==> src/rtl/alu_op_issuer.sv <==
// Issue stage for the ALU: buffers host requests in an in-order FIFO and drives
// the ALU ports one op at a time, pacing by command latency.
//
// state | meaning
// IDLE  | ALU quiet; pops the FIFO head when non-empty and not held
// ISSUE | CE=1 with operands and INP_VALID presented for one cycle
// WAIT  | CE=1, INP_VALID=00; down-counter runs to op_done at terminal count
module alu_op_issuer #(
    parameter int WIDTH     = 8,
    parameter int CMD_WIDTH = 4,
    parameter int DEPTH     = 4
) (
    input  logic                 CLK,
    input  logic                 RST,
    input  logic                 req_valid,
    output logic                 req_ready,
    input  logic                 req_mode,
    input  logic [CMD_WIDTH-1:0] req_cmd,
    input  logic [WIDTH-1:0]     req_opa,
    input  logic [WIDTH-1:0]     req_opb,
    input  logic                 req_cin,
    input  logic [1:0]           req_inp_valid,
    input  logic                 hold,
    output logic [1:0]           INP_VALID,
    output logic                 MODE,
    output logic [CMD_WIDTH-1:0] CMD,
    output logic                 CE,
    output logic [WIDTH-1:0]     OPA,
    output logic [WIDTH-1:0]     OPB,
    output logic                 CIN,
    output logic                 op_done,
    output logic                 drop_pulse,
    output logic [15:0]          issued_cnt
);

    localparam int AW = $clog2(DEPTH);
    localparam int EW = 1 + CMD_WIDTH + 2 * WIDTH + 1 + 2;

    typedef enum logic [1:0] {
        IDLE  = 2'd0,
        ISSUE = 2'd1,
        WAIT  = 2'd2
    } state_t;

    state_t             state;
    logic [1:0]         wcnt;
    logic [EW-1:0]      mem [DEPTH];
    logic [AW-1:0]      wr_ptr;
    logic [AW-1:0]      rd_ptr;
    logic [AW:0]        count;
    logic               push;
    logic               pop;
    logic [EW-1:0]      wr_entry;
    logic [EW-1:0]      head;
    logic               head_mode;
    logic [CMD_WIDTH-1:0] head_cmd;
    logic [WIDTH-1:0]   head_opa;
    logic [WIDTH-1:0]   head_opb;
    logic               head_cin;
    logic [1:0]         head_iv;
    logic [1:0]         lat;

    assign req_ready = (count < (AW + 1)'(DEPTH));
    assign push      = req_valid && req_ready;
    assign pop       = (state == IDLE) && (count != '0) && !hold;
    assign wr_entry  = {req_mode, req_cmd, req_opa, req_opb, req_cin, req_inp_valid};
    assign head      = mem[rd_ptr];
    assign {head_mode, head_cmd, head_opa, head_opb, head_cin, head_iv} = head;

    // Multiply commands need an extra result cycle.
    assign lat = (MODE && (CMD == CMD_WIDTH'(9) || CMD == CMD_WIDTH'(10))) ? 2'd2 : 2'd1;

    always_ff @(posedge CLK) begin
        if (push) begin
            mem[wr_ptr] <= wr_entry;
        end
    end

    always_ff @(posedge CLK) begin
        if (RST) begin
            wr_ptr <= '0;
            rd_ptr <= '0;
            count  <= '0;
        end else begin
            if (push) begin
                wr_ptr <= wr_ptr + 1'b1;
            end
            if (pop) begin
                rd_ptr <= rd_ptr + 1'b1;
            end
            case ({push, pop})
                2'b10:   count <= count + 1'b1;
                2'b01:   count <= count - 1'b1;
                default: count <= count;
            endcase
        end
    end

    always_ff @(posedge CLK) begin
        if (RST) begin
            state      <= IDLE;
            wcnt       <= '0;
            INP_VALID  <= '0;
            MODE       <= 1'b0;
            CMD        <= '0;
            CE         <= 1'b0;
            OPA        <= '0;
            OPB        <= '0;
            CIN        <= 1'b0;
            op_done    <= 1'b0;
            drop_pulse <= 1'b0;
            issued_cnt <= '0;
        end else begin
            op_done    <= 1'b0;
            drop_pulse <= 1'b0;
            case (state)
                IDLE: begin
                    CE        <= 1'b0;
                    INP_VALID <= 2'b00;
                    if (pop) begin
                        if (head_iv == 2'b00) begin
                            drop_pulse <= 1'b1;
                        end else begin
                            INP_VALID  <= head_iv;
                            MODE       <= head_mode;
                            CMD        <= head_cmd;
                            OPA        <= head_opa;
                            OPB        <= head_opb;
                            CIN        <= head_cin;
                            CE         <= 1'b1;
                            issued_cnt <= issued_cnt + 16'd1;
                            state      <= ISSUE;
                        end
                    end
                end
                ISSUE: begin
                    INP_VALID <= 2'b00;
                    wcnt      <= lat;
                    op_done   <= (lat == 2'd1);
                    state     <= WAIT;
                end
                WAIT: begin
                    if (wcnt == 2'd1) begin
                        CE    <= 1'b0;
                        state <= IDLE;
                    end else begin
                        wcnt    <= wcnt - 2'd1;
                        op_done <= (wcnt == 2'd2);
                    end
                end
                default: state <= IDLE;
            endcase
        end
    end

endmodule
==> config.mk <==
export PLATFORM = sky130hd
export DESIGN_NAME = alu_op_issuer
export DESIGN_NICKNAME = d
export VERILOG_FILES = /design/src/rtl/alu_op_issuer.sv
export SDC_FILE = /design/constraint.sdc
export NUM_CORES = 1
export LEC_CHECK = 0
export CORE_ASPECT_RATIO = 0.7
export CORE_MARGIN = 3
export CORE_UTILIZATION = 25
export DETAILED_ROUTE_END_ITERATION = 16
export GPL_TIMING_DRIVEN = 1
export HOLD_SLACK_MARGIN = 0.15
export PLACE_DENSITY_LB_ADDON = 0.12
export SKIP_LAST_GASP = 1
export SLEW_MARGIN = 0
export SYNTH_ARGS = -nofsm -noshare
export SYNTH_HDL_FRONTEND = slang
export SYNTH_SLANG_ARGS = --single-unit
==> constraint.sdc <==
create_clock -name CLK -period 4.5 [get_ports CLK]
set_input_delay 0.9 -clock CLK [delete_from_list [all_inputs] [get_ports CLK]]
set_output_delay 0.9 -clock CLK [all_outputs]
set_load 0.05 [all_outputs]
Word level (Yosys, flattened, before mapping)
Memories as Yosys holds them, arrays and structs flattened. A register that Yosys moved wholly into a read port is not among the register bits.
Index checks and enable logic that the tools add are counted.
Operators by class
  $add $sub $neg: 6
  $mul: 0
  divide/modulo/power cells: 0
  $lt $le $gt $ge: 1
  eq/ne operators: 13
  shift operators: 0
  multiplexer cells: 22
  bitwise operators: 3
  reduce and logical (&&, ||, !) cells: 18
Operators by type and width (count)
  2-bit two-way mux: 9
  16-bit by 1-bit adder with 16-bit output (second input constant): 1
  2-bit by 1-bit equality test with 1-bit output (second input constant): 4
  4-bit equality test (second input constant): 2
  2-bit != test (second input constant): 4
  2-bit case mux with 2 select lines: 2
  2-bit nonzero test: 4
  1-bit two-way mux: 7
  2-bit equality test (second input constant): 3
  2-bit case mux with 3 select lines: 1
  3-bit case mux with 2 select lines: 1
  3-bit AND reduction: 2
  2-bit by 1-bit adder with 2-bit output (second input constant): 2
  1-bit logical AND: 4
  2-bit logical NOT: 2
  1-bit case mux with 2 select lines: 2
  2-bit AND reduction: 2
  3-bit by 1-bit adder with 3-bit output (second input constant): 1
  3-bit less-than comparator (second input constant): 1
  1-bit inverter: 3
  3-bit nonzero test: 1
  3-bit OR reduction: 1
  3-bit by 1-bit subtractor with 3-bit output (second input constant): 1
  2-bit by 1-bit subtractor with 2-bit output (second input constant): 1
  other kinds (2): 2
Word-level totals
  bits in registers: 54
  bits in latches: 0
  memory bits (writable): 96
  bits in read-only memories: 0
  output and inout bits: 44
  memories kept: 1
Memories
  mem: words 4, width 24, rd ports 1, clocked after memory_dff 1, wr ports 1, line 47  | logic [EW-1:0] mem [DEPTH];

Logic depth before layout (Yosys ltp)
Gate-level depths: netlist of run 1.
  depth in word-level cells: 6
  mapped depth: 11
  gate-level depth less buffers: 10

Worst setup path before layout of run 1
No wires, ideal clock.
  kind: input-to-reg
  start: in hold
  end: reg count[2]
  arrival time: 2779 ps
  required time: 4427 ps
  path slack: 1648 ps
  stages: 9
  buffers on the path: 1
  cells stage by stage: nor2b_1 -> and2_0 -> clkbuf_1 -> ha_1 -> inv_1 -> fa_1 -> xor2_1 -> or3_1 -> a21oi_1
On the way
  cells in the longest elaborated chain, start to end: 4
  elaborated cells between the ends (all ways): 6
  classes of those cells: 2 x eq/ne; 1 x mux; 3 x reduce/logical
RTL lines
  from (decl): line 23  | input logic hold,
  1-bit logical NOT *: line 65  | assign pop = (state == IDLE) && (count != '0) && !hold;
  1-bit logical AND *: line 65
  net pop: line 52  | logic pop;
  2-bit by 1-bit equality test with 1-bit output or 2-bit equality test (tied branches): line 91  | case ({push, pop})
  3-bit case mux with 2 select lines or 2-bit nonzero test (tied branches)
  to (signal assigned): line 92  | 2'b10: count <= count + 1'b1;
  to (signal assigned): line 93  | 2'b01: count <= count - 1'b1;
  to (signal assigned): line 94  | default: count <= count;
  to (decl): line 50  | logic [AW:0] count;
The timed path passes the listed nets; every way through them passes the cells marked *.
A chain may end at the register's enable or synchronous reset.

Final worst setup path of run 1
  start: in hold
  end: reg count[2]
On the way
  cells in the longest elaborated chain, start to end: 4
  elaborated cells between the ends (all ways): 6
  classes of those cells: 2 x eq/ne; 1 x mux; 3 x reduce/logical
RTL lines (line)
  1-bit logical NOT *: 65
  1-bit logical AND *: 65
  2-bit by 1-bit equality test with 1-bit output or 2-bit equality test (tied branches): 91
  3-bit case mux with 2 select lines or 2-bit nonzero test (tied branches)
Mark *: on every way between the ends. The rest lies on a longest branch, timed or not.

==> out/qor.txt, run 1 <==
Status: complete, no violations
Minimum clock period: 3053 ps
Dpl hpwl: 9.275 mm
Static Leak: 2.469 nW
Comb pwr share: 0.275
Via count: 3,540
Via density per instance: 4.265
Global Route met3 Usage: 0.03968
Total GRT Usage: 0.1150
Setup TNS Final: 0 ps
Num rows: 47
Die height: 136.9 um
Router iterations before antenna repair: 4
Design Area, Final: 0.007761 mm2
Design Power: 4.401 mW
Synth Warn #: 0
Placed cell count: 798
Cells after Synth: 421
Seq pwr share: 0.408
Synth area leaders: edfxtp_1, dfxtp_1, mux4_2
Residual DRC: 0
RSZ-0062 raised after global routing: no
CP endpoint kind: flip-flop
WL final: 14.00 mm
CTS tree: yes
Number of library cell types mapped by synthesis: 43
Power Density: 567.1 mW/mm2
Fmax: 0.3275 GHz
Port bufs: 71
Initial DRC count: 202
Average size of a mapped cell: 14.54 um2
Area leader, netlist: edfxtp_1
Final core utilization: 0.3251
Worst path cell trace: clkdlybuf4s50_1 -> nor2b_1 -> and2_0 -> ha_1 -> inv_1 -> fa_1 -> xor2_1 -> or3_1 -> a21oi_1
WP data arrival: 3390 ps
Fin Hold WS: 461.5 ps
Peak supply drop: 0.3235 mV
Synth Net Count: 462
Setup WS post-layout: 1447 ps
Die width: 193.0 um
Fin crit share: 0.6786
Hold bufs inserted after CTS: 0
CTS sink count: 152
Initial antenna violation count: 1
H-Tree Depth: 4
Critical path class: input port to flip-flop
Top delay family on crit path: simple AND/OR/NAND/NOR gates
Hold Path Class: flip-flop to flip-flop
Register area share after synthesis: 0.6541
Switching share of total power: 0.3254
Synthesized area: 0.006121 mm2
Final non-filler cell total: 830
Top-count cell post-synth: edfxtp_1
Top-area cell type share of the netlist area: 0.4710
Post_cts resized: 0
N_diodes: 0
Pint: 2.969 mW
Clock root cell: clkbuf_16
Largest net degree at the start of global routing: 48
Core Area: 0.02388 mm2
GRT overflow: 0
GRT Max-Usage Layer: met2
Max Root-Sink Buffers: 2
Final worst clock skew: 7.037 ps
Startpoint class of the critical path: input port
Clock power frac: 0.318
Final Wtd Congestion: 0.6898
CP Data Required Time: 4840 ps
Final setup viols: 0
Worst rel slew slack: 0.2660
Async S/R FF share, synth: 0
Routed WL per cell: 16.87 um
Slowest library cell on the worst path: nor2b_1
Grt met2 use: 0.1633
Die area: 0.02643 mm2
Sw power: 1.432 mW
CP bufs+invs: 2
P&R area growth vs syn: 26.80%
Synth top cells by count: edfxtp_1, dfxtp_1, nand2_1
Final hold viol count: 0
Max cap viols: 0
First-pass GRT wire length: 22.20 mm
Worst-skew pair later-pin latency: 430 ps
Starting Density: 0.2564
CTS buffer count: 17
CP peak stage delay: 420 ps
Worst slack, placed: 1001 ps
Post-DP Area: 0.007186 mm2
Postcts setup bufs: 0
Max FO, Critical Path: 6
Slew of the pin with the lowest slew margin: 1101 ps
Net count, final: 540
Met1 usage: 0.1622
IO Count: 72
Slew Limit Fails: 0
DRT antenna net count: 0
Share of layout cells above drive strength 1: 0.2188
Main flop type after synthesis: edfxtp_1
Seq cells post-synth: 152
CTS clk-pin slew, worst paths: 60 ps
R2R Setup Slk: 1550 ps
Number of global-route vias before repair: 3,774
Post-synth EDFFs: 96
[cell families (layout without fill, tap and decap cells)]
family          after synthesis  count (layout)  synth area share
flops                       152             152            0.6541
simple gates                131             131            0.1135
compound gates               53              53           0.06337
buf+inv                      33             124           0.02903
mux                          31              31            0.1008
fa+ha+maj                    13              13           0.02780
xor+xnor                      8               8           0.01145
[placed cells by master (no fill, tap or decap), types with 2 or more instances in the layout]
cell and instances:
nor4_1 5, nand2_2 19, nand4_1 3, and4_1 2
a21oi_2 20, bufinv_16 2, clkinv_2 3, nor3_1 3
inv_6 4, nor2b_1 11, edfxtp_1 96, nand2b_1 6
xnor2_1 3, dfxtp_1 55, mux2_2 5, xor2_1 5
or3_1 6, clkinv_4 2, nand2_1 31, clkbuf_16 17
inv_1 12, nor2_1 22, mux4_2 24, o31ai_1 4
o21ai_0 6, nand3_1 9, mux2i_1 2, clkinvlp_4 2
a21oi_1 18, clkdlybuf4s50_1 70, buf_4 7, buf_12 2
and2_1 4, ha_1 12, or4_1 4
[sequential cells by signal (all words and copies together) (netlist names), named ones only]
name	cells
mem	96
issued_cnt	16
OPA	8
OPB	8
CMD	4
count	3
INP_VALID	2
rd_ptr	2
state	2
wcnt	2
wr_ptr	2
CE	1
CIN	1
MODE	1
drop_pulse	1
op_done	1
[cell type report]
type / count / area [um2]
timing repair buffer: 80 / 798.3
sequential: 152 / 4005
fill: 2382 / 16110
inverter: 12 / 45.04
clock buffer: 18 / 429.2
multi-input combinational: 236 / 1939
clock inverter: 14 / 146.4
tap: 318 / 397.9
[routing by layer]
metal / wire [um] / part of all wire
met1: 7175 / 0.51
met3: 623 / 0.045
met4: 175 / 0.013
met2: 6004 / 0.43
met5: 20 / 0.0014
[power by group through the flow]
stage                     sequential, mW  clock (mW)  combinational, mW
final                               1.79        1.40               1.21
after global routing                1.82        1.52               1.33
after CTS                           1.80        1.44               1.25
after detailed placement            1.83           0               1.24
after global placement              1.82           0               1.23
after floorplan                     1.99           0              0.727
[final timing paths]
kind | start | endpoint | cells after the start
max reg2reg | state[0] | count[2] | 10
min reg2reg | OPB[6] | OPB[6] | 2
min | OPB[6] | OPB[6] | 2
max | hold | count[2] | 9
[worst min-delay path, cell delays in order, from the launching register on]
cell and delay, ps:
dfxtp_1 320, nand2_2 60, a21oi_2 40
Note: power is estimated with default switching activity, not from simulation.
==> inputs of run 2 (changes only) <==
==> constraint.sdc (replaced) <==
create_clock -name CLK -period 3 [get_ports CLK]
set_input_delay 0.6 -clock CLK [delete_from_list [all_inputs] [get_ports CLK]]
set_output_delay 0.6 -clock CLK [all_outputs]
set_load 0.05 [all_outputs]
==> run 2 against run 1 <==
Effect of this change: non-clock buffer count is 10 higher; hold slack worse by 3.0 ps; first-iteration DRC count is 19% lower; die area stayed put; setup slack worse by 940 ps; highest routed layer is now met4; global-route usage is 0.080 points lower; critical path type is now flip-flop to flip-flop; cell count is 1.2% higher; total power is 53% higher; register-to-register slack worse by 1000 ps.
==> out/qor.txt, run 2 (synthesis results as in run 1) <==
Hold bufs inserted after CTS: 0 (unchanged)
Initial DRC count: 163 (-19%)
Power Density: 857.9 mW/mm2 (+51%)
Port bufs: 71 (unchanged)
Worst path cell trace: inv_1 -> ha_1 -> nor2b_1 -> and2_0 -> ha_1 -> inv_1 -> fa_1 -> xor2_1 -> or3_1 -> a21oi_1
Slew Limit Fails: 0 (unchanged)
CP endpoint kind: flip-flop
Die area: 0.02643 mm2 (unchanged)
Max Root-Sink Buffers: 2 (unchanged)
Die width: 193.0 um (unchanged)
Pint: 4.616 mW (+55%)
RSZ-0062 raised after global routing: no
Post-DP Area: 0.007236 mm2 (+0.70%)
Crit. Startpoint: state[0]
Most flop-heavy register: mem
Final hold viol count: 0 (unchanged)
CTS sink count: 152 (unchanged)
Largest net degree at the start of global routing: 28 (-42%)
Status: complete, no violations
Num rows: 47 (unchanged)
Final worst clock skew: 8.902 ps (+1.866 ps)
Top delay family on crit path: adder cells
IO Count: 72 (unchanged)
Worst-skew pair later-pin latency: 420 ps (about the same)
Clock power frac: 0.327 (+0.009)
Fmax: 0.4015 GHz
CP bufs+invs: 2 (unchanged)
Die height: 136.9 um (unchanged)
Cell count along the critical path: 10 (+1)
Total GRT Usage: 0.1142 (-0.0007982)
Worst rel slew slack: 0.5719 (+0.3059)
Slowest library cell on the worst path: fa_1
Design Area, Final: 0.007866 mm2 (+1.4%)
Sw power: 2.132 mW (+49%)
Slew of the pin with the lowest slew margin: 642.1 ps (-458.9 ps)
WP data arrival: 2830 ps (-560 ps)
Placed cell count: 808 (+1.3%)
Minimum clock period: 2491 ps
Setup TNS Final: 0 ps (unchanged)
R2R Setup Slk: 510 ps (-1040 ps)
Core Area: 0.02388 mm2 (unchanged)
Initial antenna violation count: 0 (-1)
Seq pwr share: 0.398 (-0.010)
Worst r2r src: state[0]
Dpl hpwl: 9.296 mm (+0.23%)
Fin crit share: 0.8302
Net count, final: 550 (+1.9%)
Clock root cell: clkbuf_16
CP Data Required Time: 3340 ps (-1500 ps)
Postcts setup bufs: 0 (unchanged)
Regs by FF count: mem (96), issued_cnt (16)
Routed WL per cell: 16.76 um (-0.66%)
Sequential cell area: 0.004005 mm2 (unchanged)
Crit path to: count[2]
Post_cts resized: 0 (unchanged)
Most frequent cells in the layout: edfxtp_1, clkdlybuf4s50_1, dfxtp_1, nand2_1, mux4_2
Multi-input gate area: 0.001939 mm2 (unchanged)
Hold path depth: 2 (unchanged)
Static Leak: 2.555 nW (+3.5%)
GRT Max-Usage Layer: met2
Met1 usage: 0.1622 (about the same)
CP peak stage delay: 380 ps (-40 ps)
DRT antenna net count: 0 (unchanged)
N_diodes: 0 (unchanged)
Global Route met3 Usage: 0.03763 (-0.002048)
Most common cell after layout, fill and taps aside: edfxtp_1
Share of layout cells above drive strength 1: 0.2375 (+0.01880)
Switching share of total power: 0.3160 (-0.009420)
Critical path class: flip-flop to flip-flop
Starting Density: 0.2564 (unchanged)
Peak supply drop: 0.4690 mV (+45%)
Comb pwr share: 0.276 (about the same)
Final setup viols: 0 (unchanged)
Number of global-route vias before repair: 3,675 (-2.6%)
R2R cell count: 10 (unchanged)
Max FO, Critical Path: 6 (unchanged)
Max reg flops: 96 (unchanged)
First-pass GRT wire length: 22.02 mm (-0.81%)
Max cap viols: 0 (unchanged)
Fillers: 2,398 (+0.67%)
FF-to-FF End: count[2]
Residual DRC: 0 (unchanged)
CTS buffer count: 17 (unchanged)
WL final: 14.08 mm (+0.54%)
HP Start: OPA[5]
Router iterations before antenna repair: 4 (unchanged)
P&R area growth vs syn: 28.52%
GRT overflow: 0 (unchanged)
Final Wtd Congestion: 0.6876 (-0.32%)
Grt met2 use: 0.1661 (+0.002755)
Fin Hold WS: 458.5 ps (-3.013 ps)
Hold Path Class: flip-flop to flip-flop
H-Tree Depth: 4 (unchanged)
Final non-filler cell total: 840 (+1.2%)
Via count: 3,626 (+2.4%)
CTS clk-pin slew, worst paths: 70 ps (about the same)
Via density per instance: 4.317 (+1.2%)
Startpoint class of the critical path: flip-flop
CTS tree: yes
==> run 2: changes by cell type in the layout (fill, tap and decap cells not counted), sizes merged <==
cell	before	now
clkinv	6	4
inv	16	14
bufinv	2	0
buf	10	20
clkbuf	18	26
clkinvlp	2	0
==> run 2: cell type report <==
| class | instances | share of cell area |
|---|---|---|
| clock buffer | 26 | 0.07476 |
| clock inverter | 6 | 0.005408 |
| inverter | 12 | 0.005726 |
| multi-input combinational | 236 | 0.2465 |
| sequential | 152 | 0.5091 |
| tap | 318 | 0.05058 |
| timing repair buffer | 90 | 0.1078 |
==> run 2: power by group through the flow <==
| stage | combinational (mW) | sequential (mW) | clock (mW) |
|---|---|---|---|
| detailed placement | 1.91 | 2.73 | 0 |
| floorplan | 1.09 | 2.99 | 0 |
| CTS | 1.92 | 2.69 | 2.28 |
| global placement | 1.89 | 2.72 | 0 |
| global route | 2.06 | 2.72 | 2.37 |
| finish | 1.86 | 2.68 | 2.20 |
==> run 2: worst min path at each step <==
stage / endpoint / slack [ps]
2_1_floorplan: state[1] / 470
3_3_place_gp: OPA[4] / 450
3_5_place_dp: OPA[1] / 450
4_1_cts: OPA[1] / 460
5_1_grt: OPA[5] / 480
6_report: OPA[5] / 460
==> run 2: through the flow <==
step	power, mW	utilization	setup WS, ps
after floorplan	4.079	-	377.2
after global placement	4.613	0.3031	330.1
after detailed placement	4.643	0.3031	223.7
after CTS	6.884	0.3295	474.4
after global routing	7.146	0.3295	276.5
final	6.748	0.3295	509.4
==> run 2: tightest hold or removal path, cell delays in order (launching register included) <==
cell and delay [ps]:
dfxtp_1 310, nand2_2 60, a21oi_2 40
==> run 2: per-layer routing <==
metal | part of all wire | routed length, um | vias to the layer above
met5 | 0 | 0 | -
met4 | 0.0099 | 139 | 0
met3 | 0.043 | 609 | 10
met2 | 0.45 | 6317 | 50
met1 | 0.50 | 7009 | 1837
li1 | - | - | 1729
==> inputs of run 3 (changes only) <==
==> constraint.sdc (replaced) <==
create_clock -name CLK -period 2.2 [get_ports CLK]
set_input_delay 0.44 -clock CLK [delete_from_list [all_inputs] [get_ports CLK]]
set_output_delay 0.44 -clock CLK [all_outputs]
set_load 0.05 [all_outputs]
==> run 3 against run 2 <==
Effect of this change: core utilization grew 0.82 points; total power increased by 42%; design area is 2.5% higher; via count increased by 2.3%; largest cell class unchanged; clock power rose by 43%; sequential share of layout area down 1.2 points; register-to-register slack got worse by 380 ps; setup slack got worse by 430 ps; die area stayed put; first-iteration DRC count fell by 15%; sequential cell count stayed put.
==> out/qor.txt, run 3 (synthesis results as in run 1) <==
Status: complete, no violations
R2R cell count: 10 (unchanged)
Worst path cell trace: clkdlybuf4s50_1
Residual DRC: 0 (unchanged)
Most common cell after layout, fill and taps aside: edfxtp_1
R2R Setup Slk: 130 ps (-380 ps)
Minimum clock period: 2119 ps
Largest net degree at the start of global routing: 26 (-7.1%)
CTS tree: yes
CP bufs+invs: 1 (-1)
Static Leak: 2.713 nW (+6.2%)
Fin crit share: 0.9631
Slowest library cell on the worst path: clkdlybuf4s50_1
Fmax: 0.4720 GHz
Design Area, Final: 0.008063 mm2 (+2.5%)
Most frequent cells in the layout: edfxtp_1, clkdlybuf4s50_1, dfxtp_1, nand2_1, buf_4
Peak supply drop: 0.6711 mV (+43%)
Max Root-Sink Buffers: 2 (unchanged)
Total GRT Usage: 0.1144 (+0.0002093)
RSZ-0062 raised after global routing: yes
CP Data Required Time: 1760 ps (-1580 ps)
Crit. Startpoint: issued_cnt[7]
Max FO, Critical Path: 6 (unchanged)
Die height: 136.9 um (unchanged)
Number of global-route vias before repair: 3,764 (+2.4%)
CP endpoint kind: primary output
CTS sink count: 152 (unchanged)
Routed WL per cell: 16.77 um (about the same)
Worst rel slew slack: 0.6474 (+0.07548)
Slew Limit Fails: 0 (unchanged)
Via count: 3,708 (+2.3%)
Clock root cell: clkbuf_16
Hold path depth: 2 (unchanged)
Critical path class: flip-flop to primary output
Router iterations before antenna repair: 4 (unchanged)
WL final: 14.32 mm (+1.7%)
Dpl hpwl: 9.905 mm (+6.6%)
CP peak stage delay: 840 ps (+460 ps)
Max cap viols: 0 (unchanged)
Hold Path Class: flip-flop to flip-flop
Final hold viol count: 0 (unchanged)
Max reg flops: 96 (unchanged)
P&R area growth vs syn: 31.73%
Num rows: 47 (unchanged)
IO Count: 72 (unchanged)
Final worst clock skew: 5.938 ps (-2.965 ps)
Regs by FF count: mem (96), issued_cnt (16)
GRT overflow: 0 (unchanged)
Worst-skew pair later-pin latency: 410 ps (about the same)
DRT antenna net count: 0 (unchanged)
Final setup viols: 0 (unchanged)
Startpoint class of the critical path: flip-flop
Top delay family on crit path: buffers and inverters
Initial DRC count: 138 (-15%)
Die area: 0.02643 mm2 (unchanged)
Final Wtd Congestion: 0.7014 (+2.0%)
Post-DP Area: 0.007426 mm2 (+2.6%)
FF-to-FF End: count[2]
Via density per instance: 4.342 (+0.59%)
N_diodes: 0 (unchanged)
Crit path to: issued_cnt[7]
Initial antenna violation count: 0 (unchanged)
Cell count along the critical path: 1 (-9)
Worst r2r src: state[1]
H-Tree Depth: 4 (unchanged)
Port bufs: 71 (unchanged)
Most flop-heavy register: mem
First-pass GRT wire length: 22.32 mm (+1.3%)
Fin Hold WS: 454.5 ps (-4.035 ps)
Postcts setup bufs: 0 (unchanged)
CTS buffer count: 17 (unchanged)
Power Density: 1189 mW/mm2 (+39%)
Share of layout cells above drive strength 1: 0.2631 (+0.02551)
Starting Density: 0.2564 (unchanged)
Slew of the pin with the lowest slew margin: 527.3 ps (-114.9 ps)
Net count, final: 564 (+2.5%)
Die width: 193.0 um (unchanged)
CTS clk-pin slew, worst paths: 60 ps (about the same)
WP data arrival: 1680 ps (-1150 ps)
Fillers: 2,361 (-1.5%)
Core Area: 0.02388 mm2 (unchanged)
[run 3: cell types whose count changed in the layout (fill, tap and decap cells not counted), moves of 4 or more]
cell	change
buf_12	+4
buf_4	+10
bufinv_16	+5
clkbuf_1	+4
clkbuf_16	-5
clkdlybuf4s50_1	-5
[run 3: repair_timing]
action	4_1_cts	5_1_grt
gates resized for setup	3	5
gates cloned	0	0
hold buffers	0	0
endpoints found under the setup margin	3	4
[run 3: cell type report]
cell class	count	area, um2	share of cell area
Clock buffer	22	454.2	0.05633
Tap cell	318	397.9	0.04935
Inverter	12	45.04	0.005587
Timing Repair Buffer	104	1008	0.1251
Multi-Input combinational cell	236	1977	0.2452
Clock inverter	10	175.2	0.02173
Sequential cell	152	4005	0.4967
[run 3: per-stage QoR]
stage	util	setup TNS [ps]	setup WS (ps)	power [mW]	instances
2_1_floorplan	-	0	17.61	5.613	421
3_3_place_gp	0.3110	-449.2	-301.4	6.520	822
3_5_place_dp	0.3110	-550.3	-365.1	6.567	822
4_1_cts	0.3373	0	11.18	9.755	854
5_1_grt	0.3377	-22.75	-22.75	10.11	854
6_report	0.3377	0	81.19	9.583	854
[run 3: routing by layer]
layer | track usage | vias to the layer above | share of wire
met5 | 0 | - | 0
li1 | - | 1756 | -
met4 | 0.03894 | 0 | 0.012
met3 | 0.02995 | 9 | 0.042
met1 | 0.1612 | 1866 | 0.50
met2 | 0.1714 | 77 | 0.45
[run 3: where the power goes]
part           switching (mW)  total, mW  internal, mW
Sequential              0.210       3.66          3.45
Combinational            1.60       2.79          1.18
Clock                    1.11       3.14          2.03
[run 3: worst min-delay path by stage]
| stage | end | slack (ps) | start |
|---|---|---|---|
| 6_report | OPA[4] | 450 | OPA[4] |
| 3_3_place_gp | OPB[0] | 450 | OPB[0] |
| 5_1_grt | OPA[4] | 470 | OPA[4] |
| 3_5_place_dp | OPA[5] | 450 | OPA[5] |
| 4_1_cts | flip-flop | 450 | RST |
| 2_1_floorplan | count[1] | 470 | count[1] |
